<file path="src/rtl/ldtu_ofifo_ctrl_pkg.sv">
// Shared constants for the LiTe-DTU output-FIFO read controller: state encodings,
// trailer/idle word constants, error flag indices and the trailer builder.
package ldtu_ofifo_ctrl_pkg;

  localparam logic [1:0] ST_IDLE  = 2'd0;
  localparam logic [1:0] ST_WAIT  = 2'd1;
  localparam logic [1:0] ST_HOLD  = 2'd2;
  localparam logic [1:0] ST_TRAIL = 2'd3;

  localparam logic [3:0]  TRAILER_HDR = 4'hD;
  localparam logic [31:0] IDLE_WORD   = 32'hEAAA_EAAA;

  localparam int unsigned ERR_TIMEOUT  = 0;
  localparam int unsigned ERR_SPURIOUS = 1;

  // frameNum is the count of frames completed before this trailer goes out
  function automatic logic [31:0] build_trailer(input logic [7:0] frameNum,
                                                input logic [7:0] frameLen);
    return {TRAILER_HDR, 12'h000, frameNum, frameLen};
  endfunction

endpackage

</file>
<file path="src/rtl/ldtu_frame_counter.sv">
// Word-in-frame and completed-frame counters for the output FIFO read controller;
// also assembles the trailer word for the frame currently being closed.
module ldtu_frame_counter
  import ldtu_ofifo_ctrl_pkg::*;
#(
  parameter int unsigned FrameLen = 8
) (
  input  logic        clk_i,
  input  logic        reset_i,
  input  logic        wordAccept_i,
  input  logic        trailAccept_i,
  output logic        lastWord_o,
  output logic [7:0]  frameCnt_o,
  output logic [31:0] trailer_o
);

  localparam logic [7:0] LastIdx      = 8'(FrameLen - 1);
  localparam logic [7:0] FrameLenByte = 8'(FrameLen);

  logic [7:0] wordCnt_q, wordCnt_d;
  logic [7:0] frameCnt_q, frameCnt_d;

  assign lastWord_o = (wordCnt_q == LastIdx);
  assign frameCnt_o = frameCnt_q;
  assign trailer_o  = build_trailer(frameCnt_q, FrameLenByte);

  // frameCnt wraps 255 -> 0 naturally through the 8-bit add
  always_comb begin
    wordCnt_d  = wordCnt_q;
    frameCnt_d = frameCnt_q;
    if (wordAccept_i) begin
      wordCnt_d = lastWord_o ? 8'd0 : wordCnt_q + 8'd1;
    end
    if (trailAccept_i) begin
      frameCnt_d = frameCnt_q + 8'd1;
    end
  end

  always_ff @(posedge clk_i) begin
    if (reset_i) begin
      wordCnt_q  <= 8'd0;
      frameCnt_q <= 8'd0;
    end else begin
      wordCnt_q  <= wordCnt_d;
      frameCnt_q <= frameCnt_d;
    end
  end

endmodule

</file>
<file path="src/rtl/ldtu_ofifo_read_ctrl.sv">
// Read-side controller of the Hamming-protected output FIFO: one read at a time,
// decoded word handed to the serializer, trailer after every FrameLen words.
// Optional idle-word fill on the output is enabled by LDTU_OFIFO_IDLE_FILL_EN.
module ldtu_ofifo_read_ctrl
  import ldtu_ofifo_ctrl_pkg::*;
#(
  parameter int unsigned FrameLen   = 8,
  parameter int unsigned DecTimeout = 4,
  parameter int unsigned Nbits_dec  = 32
) (
  input  logic                 CLK,
  input  logic                 reset,
  input  logic                 enable,
  input  logic                 fifo_empty,
  output logic                 fifo_read,
  input  logic                 dec_valid,
  input  logic [Nbits_dec-1:0] dec_data,
  output logic [Nbits_dec-1:0] out_data,
  output logic                 out_valid,
  input  logic                 out_ready,
  output logic                 out_is_trailer,
  output logic [7:0]           frame_cnt,
  output logic [1:0]           err_flags
);

  localparam logic [3:0] TimeoutCnt = 4'(DecTimeout);

  logic [1:0]           state_q, state_d;
  logic                 fifoRead_q, fifoRead_d;
  logic [3:0]           waitCnt_q, waitCnt_d;
  logic [Nbits_dec-1:0] outData_q, outData_d;
  logic                 outValid_q, outValid_d;
  logic                 outTrailer_q, outTrailer_d;
  logic [1:0]           errFlags_q, errFlags_d;

  logic        wordAccept;
  logic        trailAccept;
  logic        lastWord;
  logic [31:0] trailer;

  ldtu_frame_counter #(
    .FrameLen (FrameLen)
  ) u_frame_counter (
    .clk_i         (CLK),
    .reset_i       (reset),
    .wordAccept_i  (wordAccept),
    .trailAccept_i (trailAccept),
    .lastWord_o    (lastWord),
    .frameCnt_o    (frame_cnt),
    .trailer_o     (trailer)
  );

  always_comb begin
    state_d      = state_q;
    fifoRead_d   = 1'b0;
    waitCnt_d    = waitCnt_q;
    outData_d    = outData_q;
    outValid_d   = outValid_q;
    outTrailer_d = outTrailer_q;
    errFlags_d   = errFlags_q;
    wordAccept   = 1'b0;
    trailAccept  = 1'b0;

    // A decoder strobe is only expected while a read is outstanding
    if (dec_valid && (state_q != ST_WAIT)) begin
      errFlags_d[ERR_SPURIOUS] = 1'b1;
    end

    case (state_q)
      ST_IDLE: begin
        if (enable && !fifo_empty) begin
          fifoRead_d = 1'b1;
          waitCnt_d  = 4'd0;
          state_d    = ST_WAIT;
        end
      end
      ST_WAIT: begin
        if (dec_valid) begin
          outData_d    = dec_data;
          outValid_d   = 1'b1;
          outTrailer_d = 1'b0;
          state_d      = ST_HOLD;
        end else begin
          waitCnt_d = waitCnt_q + 4'd1;
          if (waitCnt_d == TimeoutCnt) begin
            errFlags_d[ERR_TIMEOUT] = 1'b1;
            state_d                 = ST_IDLE;
          end
        end
      end
      ST_HOLD: begin
        if (out_ready) begin
          wordAccept = 1'b1;
          if (lastWord) begin
            outData_d    = trailer;
            outTrailer_d = 1'b1;
            state_d      = ST_TRAIL;
          end else begin
            outValid_d = 1'b0;
            state_d    = ST_IDLE;
          end
        end
      end
      ST_TRAIL: begin
        if (out_ready) begin
          trailAccept  = 1'b1;
          outValid_d   = 1'b0;
          outTrailer_d = 1'b0;
          state_d      = ST_IDLE;
        end
      end
      default: state_d = ST_IDLE;
    endcase

`ifdef LDTU_OFIFO_IDLE_FILL_EN
    // Keep the serializer fed with filler whenever no real word is held
    if ((state_d == ST_IDLE) || (state_d == ST_WAIT)) begin
      outData_d    = IDLE_WORD;
      outValid_d   = 1'b1;
      outTrailer_d = 1'b0;
    end
`endif
  end

  always_ff @(posedge CLK) begin
    if (reset) begin
      state_q      <= ST_IDLE;
      fifoRead_q   <= 1'b0;
      waitCnt_q    <= 4'd0;
      outData_q    <= '0;
      outValid_q   <= 1'b0;
      outTrailer_q <= 1'b0;
      errFlags_q   <= 2'b00;
    end else begin
      state_q      <= state_d;
      fifoRead_q   <= fifoRead_d;
      waitCnt_q    <= waitCnt_d;
      outData_q    <= outData_d;
      outValid_q   <= outValid_d;
      outTrailer_q <= outTrailer_d;
      errFlags_q   <= errFlags_d;
    end
  end

  assign fifo_read      = fifoRead_q;
  assign out_data       = outData_q;
  assign out_valid      = outValid_q;
  assign out_is_trailer = outTrailer_q;
  assign err_flags      = errFlags_q;

endmodule

</file>
<file path="config.mk">
export PLATFORM = sky130hd
export DESIGN_NAME = ldtu_ofifo_read_ctrl
export DESIGN_NICKNAME = d
export VERILOG_FILES = /design/src/rtl/ldtu_ofifo_ctrl_pkg.sv /design/src/rtl/ldtu_frame_counter.sv /design/src/rtl/ldtu_ofifo_read_ctrl.sv
export SDC_FILE = /design/constraint.sdc
export NUM_CORES = 1
export LEC_CHECK = 0
export CORE_AREA = 3 3 57 85
export CTS_CLUSTER_DIAMETER = 200
export DETAILED_ROUTE_END_ITERATION = 8
export DIE_AREA = 0 0 60 88
export DONT_BUFFER_PORTS = 1
export HOLD_SLACK_MARGIN = 0.08
export PLACE_DENSITY = 0.72
export SYNTH_ARGS = -nofsm -noshare
export SYNTH_HDL_FRONTEND = slang
export SYNTH_SLANG_ARGS = --single-unit
</file>
<file path="constraint.sdc">
create_clock -name CLK -period 1.9 [get_ports CLK]
set_input_delay 0.285 -clock CLK [delete_from_list [all_inputs] [get_ports CLK]]
set_output_delay 0.285 -clock CLK [all_outputs]
set_load 0.05 [all_outputs]
</file>
==> flow_metrics.py, run 1 <==
metrics = {
    "synth": {
        "ys_seq_elements": 59,
        "synth_area_per_cell_um2": 10.23,
        "synthCells": 234,
        "ys.flop_type": "dfxtp_1",
        "syn-cell-area_um2": 2394,
        "synth_cell_types": 46,
        "synth_edf_count": 0,
        "ys_async_sr_fraction_pct": 0,
        "synth_warnings": 0,
        "syn-num-nets": 275,
        "synth_sequential_area_ratio_pct": 49.35,
    },
    "routing": {
        "drtIter0Drc": 56,
        "vias": 1918,
        "final_antenna_net_count": 0,
        "vias_per_cell": 5.883,
        "detail_route.wl_per_cell_um": 16.87,
        "drc_errors": 0,
        "routed_wl_mm": 5.499,
        "dr.pass1.iters": 4,
    },
    "cells_and_area": {
        "num_antenna_cells": 0,
        "drive_above_1_share_pct": 20.36,
        "final_common_cell": "dfxtp_1",
        "final_cell_mix": "dfxtp_1, nor2_1, buf_4, a22o_1, dlygate4sd3_1",
        "area_delta_synth_final_pct": 24.36,
        "final-seq-area_um2": 1181,
        "fillCellCount": 309,
        "nNetsFinal": 317,
        "multi_input_area_um2": 1162,
    },
    "critical_path": {
        "crit_required_ps": 2170,
        "critPathKind": "flop to flop",
        "worstSetupStartpointType": "flop",
        "reg2reg_depth": 5,
        "path_max_fanout": 10,
        "cp-end-kind": "flop",
        "arrival_ps": 1980,
    },
    "timing": {
        "setup_ws_ps": 189.1,
        "tightest_slew_ps": 727.7,
        "slew_viol_final": 0,
        "setup_viol": 0,
        "hold_violations": 0,
        "tns_ps": 0,
        "rsz0062_at_grt": "no",
        "fin_crit_ps": 1711,
        "finClkSkew_ps": 8.437,
        "whs_ps": 95.72,
        "fmax_ghz": 0.5845,
        "relSlewSlack_pct": 51.40,
        "fin_crit_sh_pct": 90.05,
    },
    "global_routing": {
        "grt_pass1_vias": 1877,
        "overflow": 0,
        "grt_first_pass_wirelength_mm": 8.562,
        "grt_max_degree": 28,
        "antenna_found_initial": 0,
        "track_usage_pct": 21.58,
    },
    "clock_tree": {
        "cts-htree-levels": 3,
        "cts_sinks": 59,
        "clockBufferDepth": 2,
        "cts_tree": "done",
        "cts-root-buf": "clkbuf_8",
        "cts.reportedPaths.clkPinSlew_ps": 60,
        "cts_setup_buffers": 0,
        "clkLatencyLatePin_ps": 330,
        "numCtsBuffers": 9,
    },
    "placed_design": {
        "gp_congestion": 0.8019,
        "hpwl_mm": 3.670,
        "io_buffers": 0,
        "dpl_worst_slack_ps": -98.08,
    },
    "die": {
        "die_x_um": 60,
        "rows": 29,
        "initial_core_util_pct": 56.87,
        "core_um2": 4209,
        "pin_count": 83,
        "die_y_um": 88,
        "dieArea_um2": 5280,
    },
    "power": {
        "leakage_nw": 1.181,
        "power.density_nw_per_um2": 859.0,
        "peakVddDrop_uv": 701.2,
    },
    "run": {
        "maxCapViolCount": 0,
    },
    "min_path": {
        "hold_path_class": "input port to flop",
        "whs_path_depth": 2,
    },
    "outcome": {
        "status": "completed",
    },
}
-- cell type report --
cell class / count / area share, %
sequential: 59 / 39.68
multi-input combinational: 160 / 39.05
timing repair buffer: 44 / 13.45
clock buffer: 10 / 4.624
tap: 46 / 1.934
clock inverter: 5 / 1.009
inverter: 2 / 0.2522
-- critical path, stage by stage, from the launching register on --
cell and delay [ps]:
dfxtp_1 310, ha_1 210, nand4bb_1 140, nor2_2 90
a211oi_2 650, a22o_1 250
-- flip-flops by register name, summed over array words and instances (netlist names) --
name / flops
u_frame_counter.wordCnt_q: 8
err_flags: 2
waitCnt_q: 4
state_q: 2
out_is_trailer: 1
out_valid: 1
u_frame_counter.frameCnt_o: 8
out_data: 32
fifo_read: 1
-- metal layers --
layer	routed length, µm	vias up	GRT usage (%)
met5	0	-	0
met4	163	0	11.69
met3	525	15	9.587
met2	2599	77	34.25
met1	2210	879	23.67
li1	-	947	-
-- path summary, 6_finish.rpt --
kind | slack, ps | to | startpoint
setup reg to reg | 190 | out_data[16] | u_frame_counter.wordCnt_q[0]
hold reg to reg | 480 | u_frame_counter.wordCnt_q[1] | u_frame_counter.wordCnt_q[1]
hold / removal | 100 | err_flags[1] | dec_valid
setup / recovery | 190 | out_data[16] | u_frame_counter.wordCnt_q[0]
-- timing repair --
action                                  in CTS  in global routing
endpoints found under the setup margin      20                  2
hold buffers                                19                  0
pin swaps                                    0                  1
endpoints found under the hold margin       45                  0
gates resized for setup                      1                  0
cloned                                       0                  1
-- cells in the mapped netlist, types with 2 or more instances --
master / instances / share of area, %
a211oi_2: 8 / 4.2
a21oi_1: 7 / 1.5
a22o_1: 20 / 7.3
a31oi_1: 2 / 0.52
and3_1: 3 / 0.78
buf_2: 6 / 1.3
clkbuf_1: 5 / 0.78
dfxtp_1: 59 / 49
ha_1: 3 / 1.6
inv_1: 2 / 0.31
mux2i_1: 9 / 3.8
nand2_1: 13 / 2.0
nand2b_1: 4 / 1.0
nand3_1: 6 / 1.3
nand3b_1: 2 / 0.63
nand4_1: 6 / 1.6
nor2_1: 28 / 4.4
nor2b_1: 2 / 0.52
nor3_1: 6 / 1.3
nor3b_1: 2 / 0.63
o221a_1: 5 / 2.4
or3_1: 2 / 0.52
xnor2_1: 6 / 2.2
xor2_1: 6 / 2.2
-- kinds of logic (layout without fill, tap and decap cells) --
family / count (synthesis) / count (layout) / synth area share, %
simple gates: 80 / 80 / 16.73
flops: 59 / 59 / 49.35
fa+ha+maj: 3 / 3 / 1.568
xor+xnor: 12 / 12 / 4.391
buf+inv: 16 / 61 / 3.346
mux: 9 / 9 / 3.764
compound gates: 55 / 56 / 20.86
-- power by group --
| part | switching, mW | internal, mW | total [mW] |
|---|---|---|---|
| Combinational | 0.0925 | 0.0966 | 0.189 |
| Sequential | 0.135 | 1.27 | 1.41 |
| Clock | 0.467 | 0.493 | 0.960 |
-- per-stage QoR --
step                      cells  utilization (%)  total power [mW]  area (µm²)
after floorplan             234                -             1.544        2394
after global placement      291            61.50             1.570        2589
after detailed placement    291            61.50             1.575        2589
after CTS                   325            70.42             2.583        2964
after global routing        326            70.72             2.660        2977
final                       326            70.72             2.557        2977
(Power assumes the default switching activity.)
==> inputs of run 2 (changes only) <==
--- a/config.mk
+++ b/config.mk
@@ -11,7 +11,8 @@
 export DIE_AREA = 0 0 60 88
 export DONT_BUFFER_PORTS = 1
 export HOLD_SLACK_MARGIN = 0.08
-export PLACE_DENSITY = 0.72
+export PLACE_DENSITY_LB_ADDON = 0.25
+export SLEW_MARGIN = 15
 export SYNTH_ARGS = -nofsm -noshare
 export SYNTH_HDL_FRONTEND = slang
 export SYNTH_SLANG_ARGS = --single-unit
==> flow_metrics.py, run 2 (synthesized netlist as in run 1, its figures left out) <==
metrics = {
    "die": {
        "initial_core_util_pct": 56.87,
        "die_x_um": 60,
        "core_um2": 4209,
        "rows": 29,
        "dieArea_um2": 5280,
        "die_y_um": 88,
        "pin_count": 83,
    },
    "min_path": {
        "hold_path_class": "input port to flop",
    },
    "run": {
        "maxCapViolCount": 0,
    },
    "clock_tree": {
        "cts-htree-levels": 3,
        "clockBufferDepth": 2,
        "cts.reportedPaths.clkPinSlew_ps": 80,
        "cts_setup_buffers": 0,
        "cts_sinks": 59,
        "cts_tree": "done",
        "clkLatencyLatePin_ps": 340,
        "numCtsBuffers": 9,
        "cts-root-buf": "clkbuf_8",
    },
    "critical_path": {
        "crit_start": "u_frame_counter.wordCnt_q[0]",
        "rrSetupSlack_ps": 110,
        "critPathKind": "flop to flop",
        "cp-end-kind": "flop",
        "rr_endpoint": "out_data[12]",
        "crit_required_ps": 2160,
        "endpoint": "out_data[12]",
        "worstSetupStartpointType": "flop",
        "reg2reg_depth": 7,
        "r2r_start": "u_frame_counter.wordCnt_q[0]",
        "arrival_ps": 2040,
        "path_max_fanout": 17,
    },
    "routing": {
        "detail_route.wl_per_cell_um": 18.34,
        "vias_per_cell": 5.903,
        "routed_wl_mm": 6.052,
        "drc_errors": 0,
        "drtIter0Drc": 77,
        "final_antenna_net_count": 0,
        "vias": 1948,
        "dr.pass1.iters": 4,
    },
    "global_routing": {
        "grt_first_pass_wirelength_mm": 8.645,
        "track_usage_pct": 22.45,
        "grt_pass1_vias": 1846,
        "grt_max_degree": 28,
        "overflow": 0,
        "antenna_found_initial": 0,
    },
    "timing": {
        "fin_crit_ps": 1786,
        "rsz0062_at_grt": "no",
        "fmax_ghz": 0.5600,
        "whs_ps": 123.7,
        "relSlewSlack_pct": 50.88,
        "hold_violations": 0,
        "finClkSkew_ps": 9.781,
        "tns_ps": 0,
        "slew_viol_final": 0,
        "fin_crit_sh_pct": 93.99,
        "setup_viol": 0,
        "tightest_slew_ps": 735.5,
    },
    "placed_design": {
        "io_buffers": 0,
        "gp_congestion": 0.7898,
        "hpwl_mm": 3.667,
    },
    "outcome": {
        "status": "completed",
    },
    "cells_and_area": {
        "largest_reg_flops": 32,
        "drive_above_1_share_pct": 20.42,
        "nNetsFinal": 320,
        "area_delta_synth_final_pct": 28.49,
        "num_antenna_cells": 0,
        "final_cell_mix": "dfxtp_1, nor2_1, buf_4, dlygate4sd3_1, a22o_1",
        "final_common_cell": "dfxtp_1",
    },
    "power": {
        "leakage_nw": 1.226,
        "power.density_nw_per_um2": 939.2,
        "peakVddDrop_uv": 1089,
        "power_mw": 2.889,
    },
}
## run 2: power by group
| group | total, mW | internal (mW) | leakage (nW) | switching, mW |
|---|---|---|---|---|
| sequential | 1.41 | 1.27 | 0.478 | 0.137 |
| combinational | 0.200 | 0.103 | 0.634 | 0.0969 |
| clock | 1.28 | 0.749 | 0.114 | 0.531 |
## run 2: final cells by class
cell class | count | area (µm²)
Tap cell | 46 | 57.56
Clock inverter | 7 | 100.1
Fill cell | 303 | 1134
Timing Repair Buffer | 47 | 442.9
Multi-Input combinational cell | 160 | 1162
Clock buffer | 9 | 123.9
Inverter | 2 | 7.507
Sequential cell | 59 | 1181
## run 2: metal layers
layer  vias up  track usage (%)  share of wire, %
li1        953                -                 -
met1       903            23.51                37
met2        79            39.37                54
met3        13            5.900               6.1
met4         0            12.50               2.4
met5         -                0                 0
## run 2: critical path, stage by stage (launching register included)
cell and delay [ps]:
dfxtp_1 380, ha_1 190, nand4bb_1 140, buf_4 170, o31ai_4 350, buf_12 200, nor2_1 60, a211oi_2 210
## run 2: how the worst min path moves through the flow
stage                      start      endpoint  slack (ps)  depth (start not counted)
floorplan            dec_data[0]   out_data[0]         410                          1
global placement           reset  out_data[11]         360                          1
detailed placement         reset  out_data[11]         360                          1
CTS                  dec_data[6]   out_data[6]          90                          1
global route        dec_data[30]  out_data[30]         130                          1
finish              dec_data[30]  out_data[30]         120                          1
## run 2: what timing repair did
action	in CTS	in global routing
hold buffers	21	1
pin swaps	0	1
endpoints found under the hold margin	46	1
cloned	0	1
setup endpoints to repair	20	20
gates resized for setup	1	0
## run 2: metrics by stage
stage | area [µm²] | cells | utilization, % | setup slack [ps]
6_report | 3075 | 330 | 73.07 | 114.2
5_1_grt | 3075 | 330 | 73.07 | 6.862
3_3_place_gp | 2601 | 291 | 61.80 | -65.85
2_1_floorplan | 2394 | 234 | - | 360.2
4_1_cts | 3053 | 328 | 72.53 | 110.6
3_5_place_dp | 2601 | 291 | 61.80 | -140.9
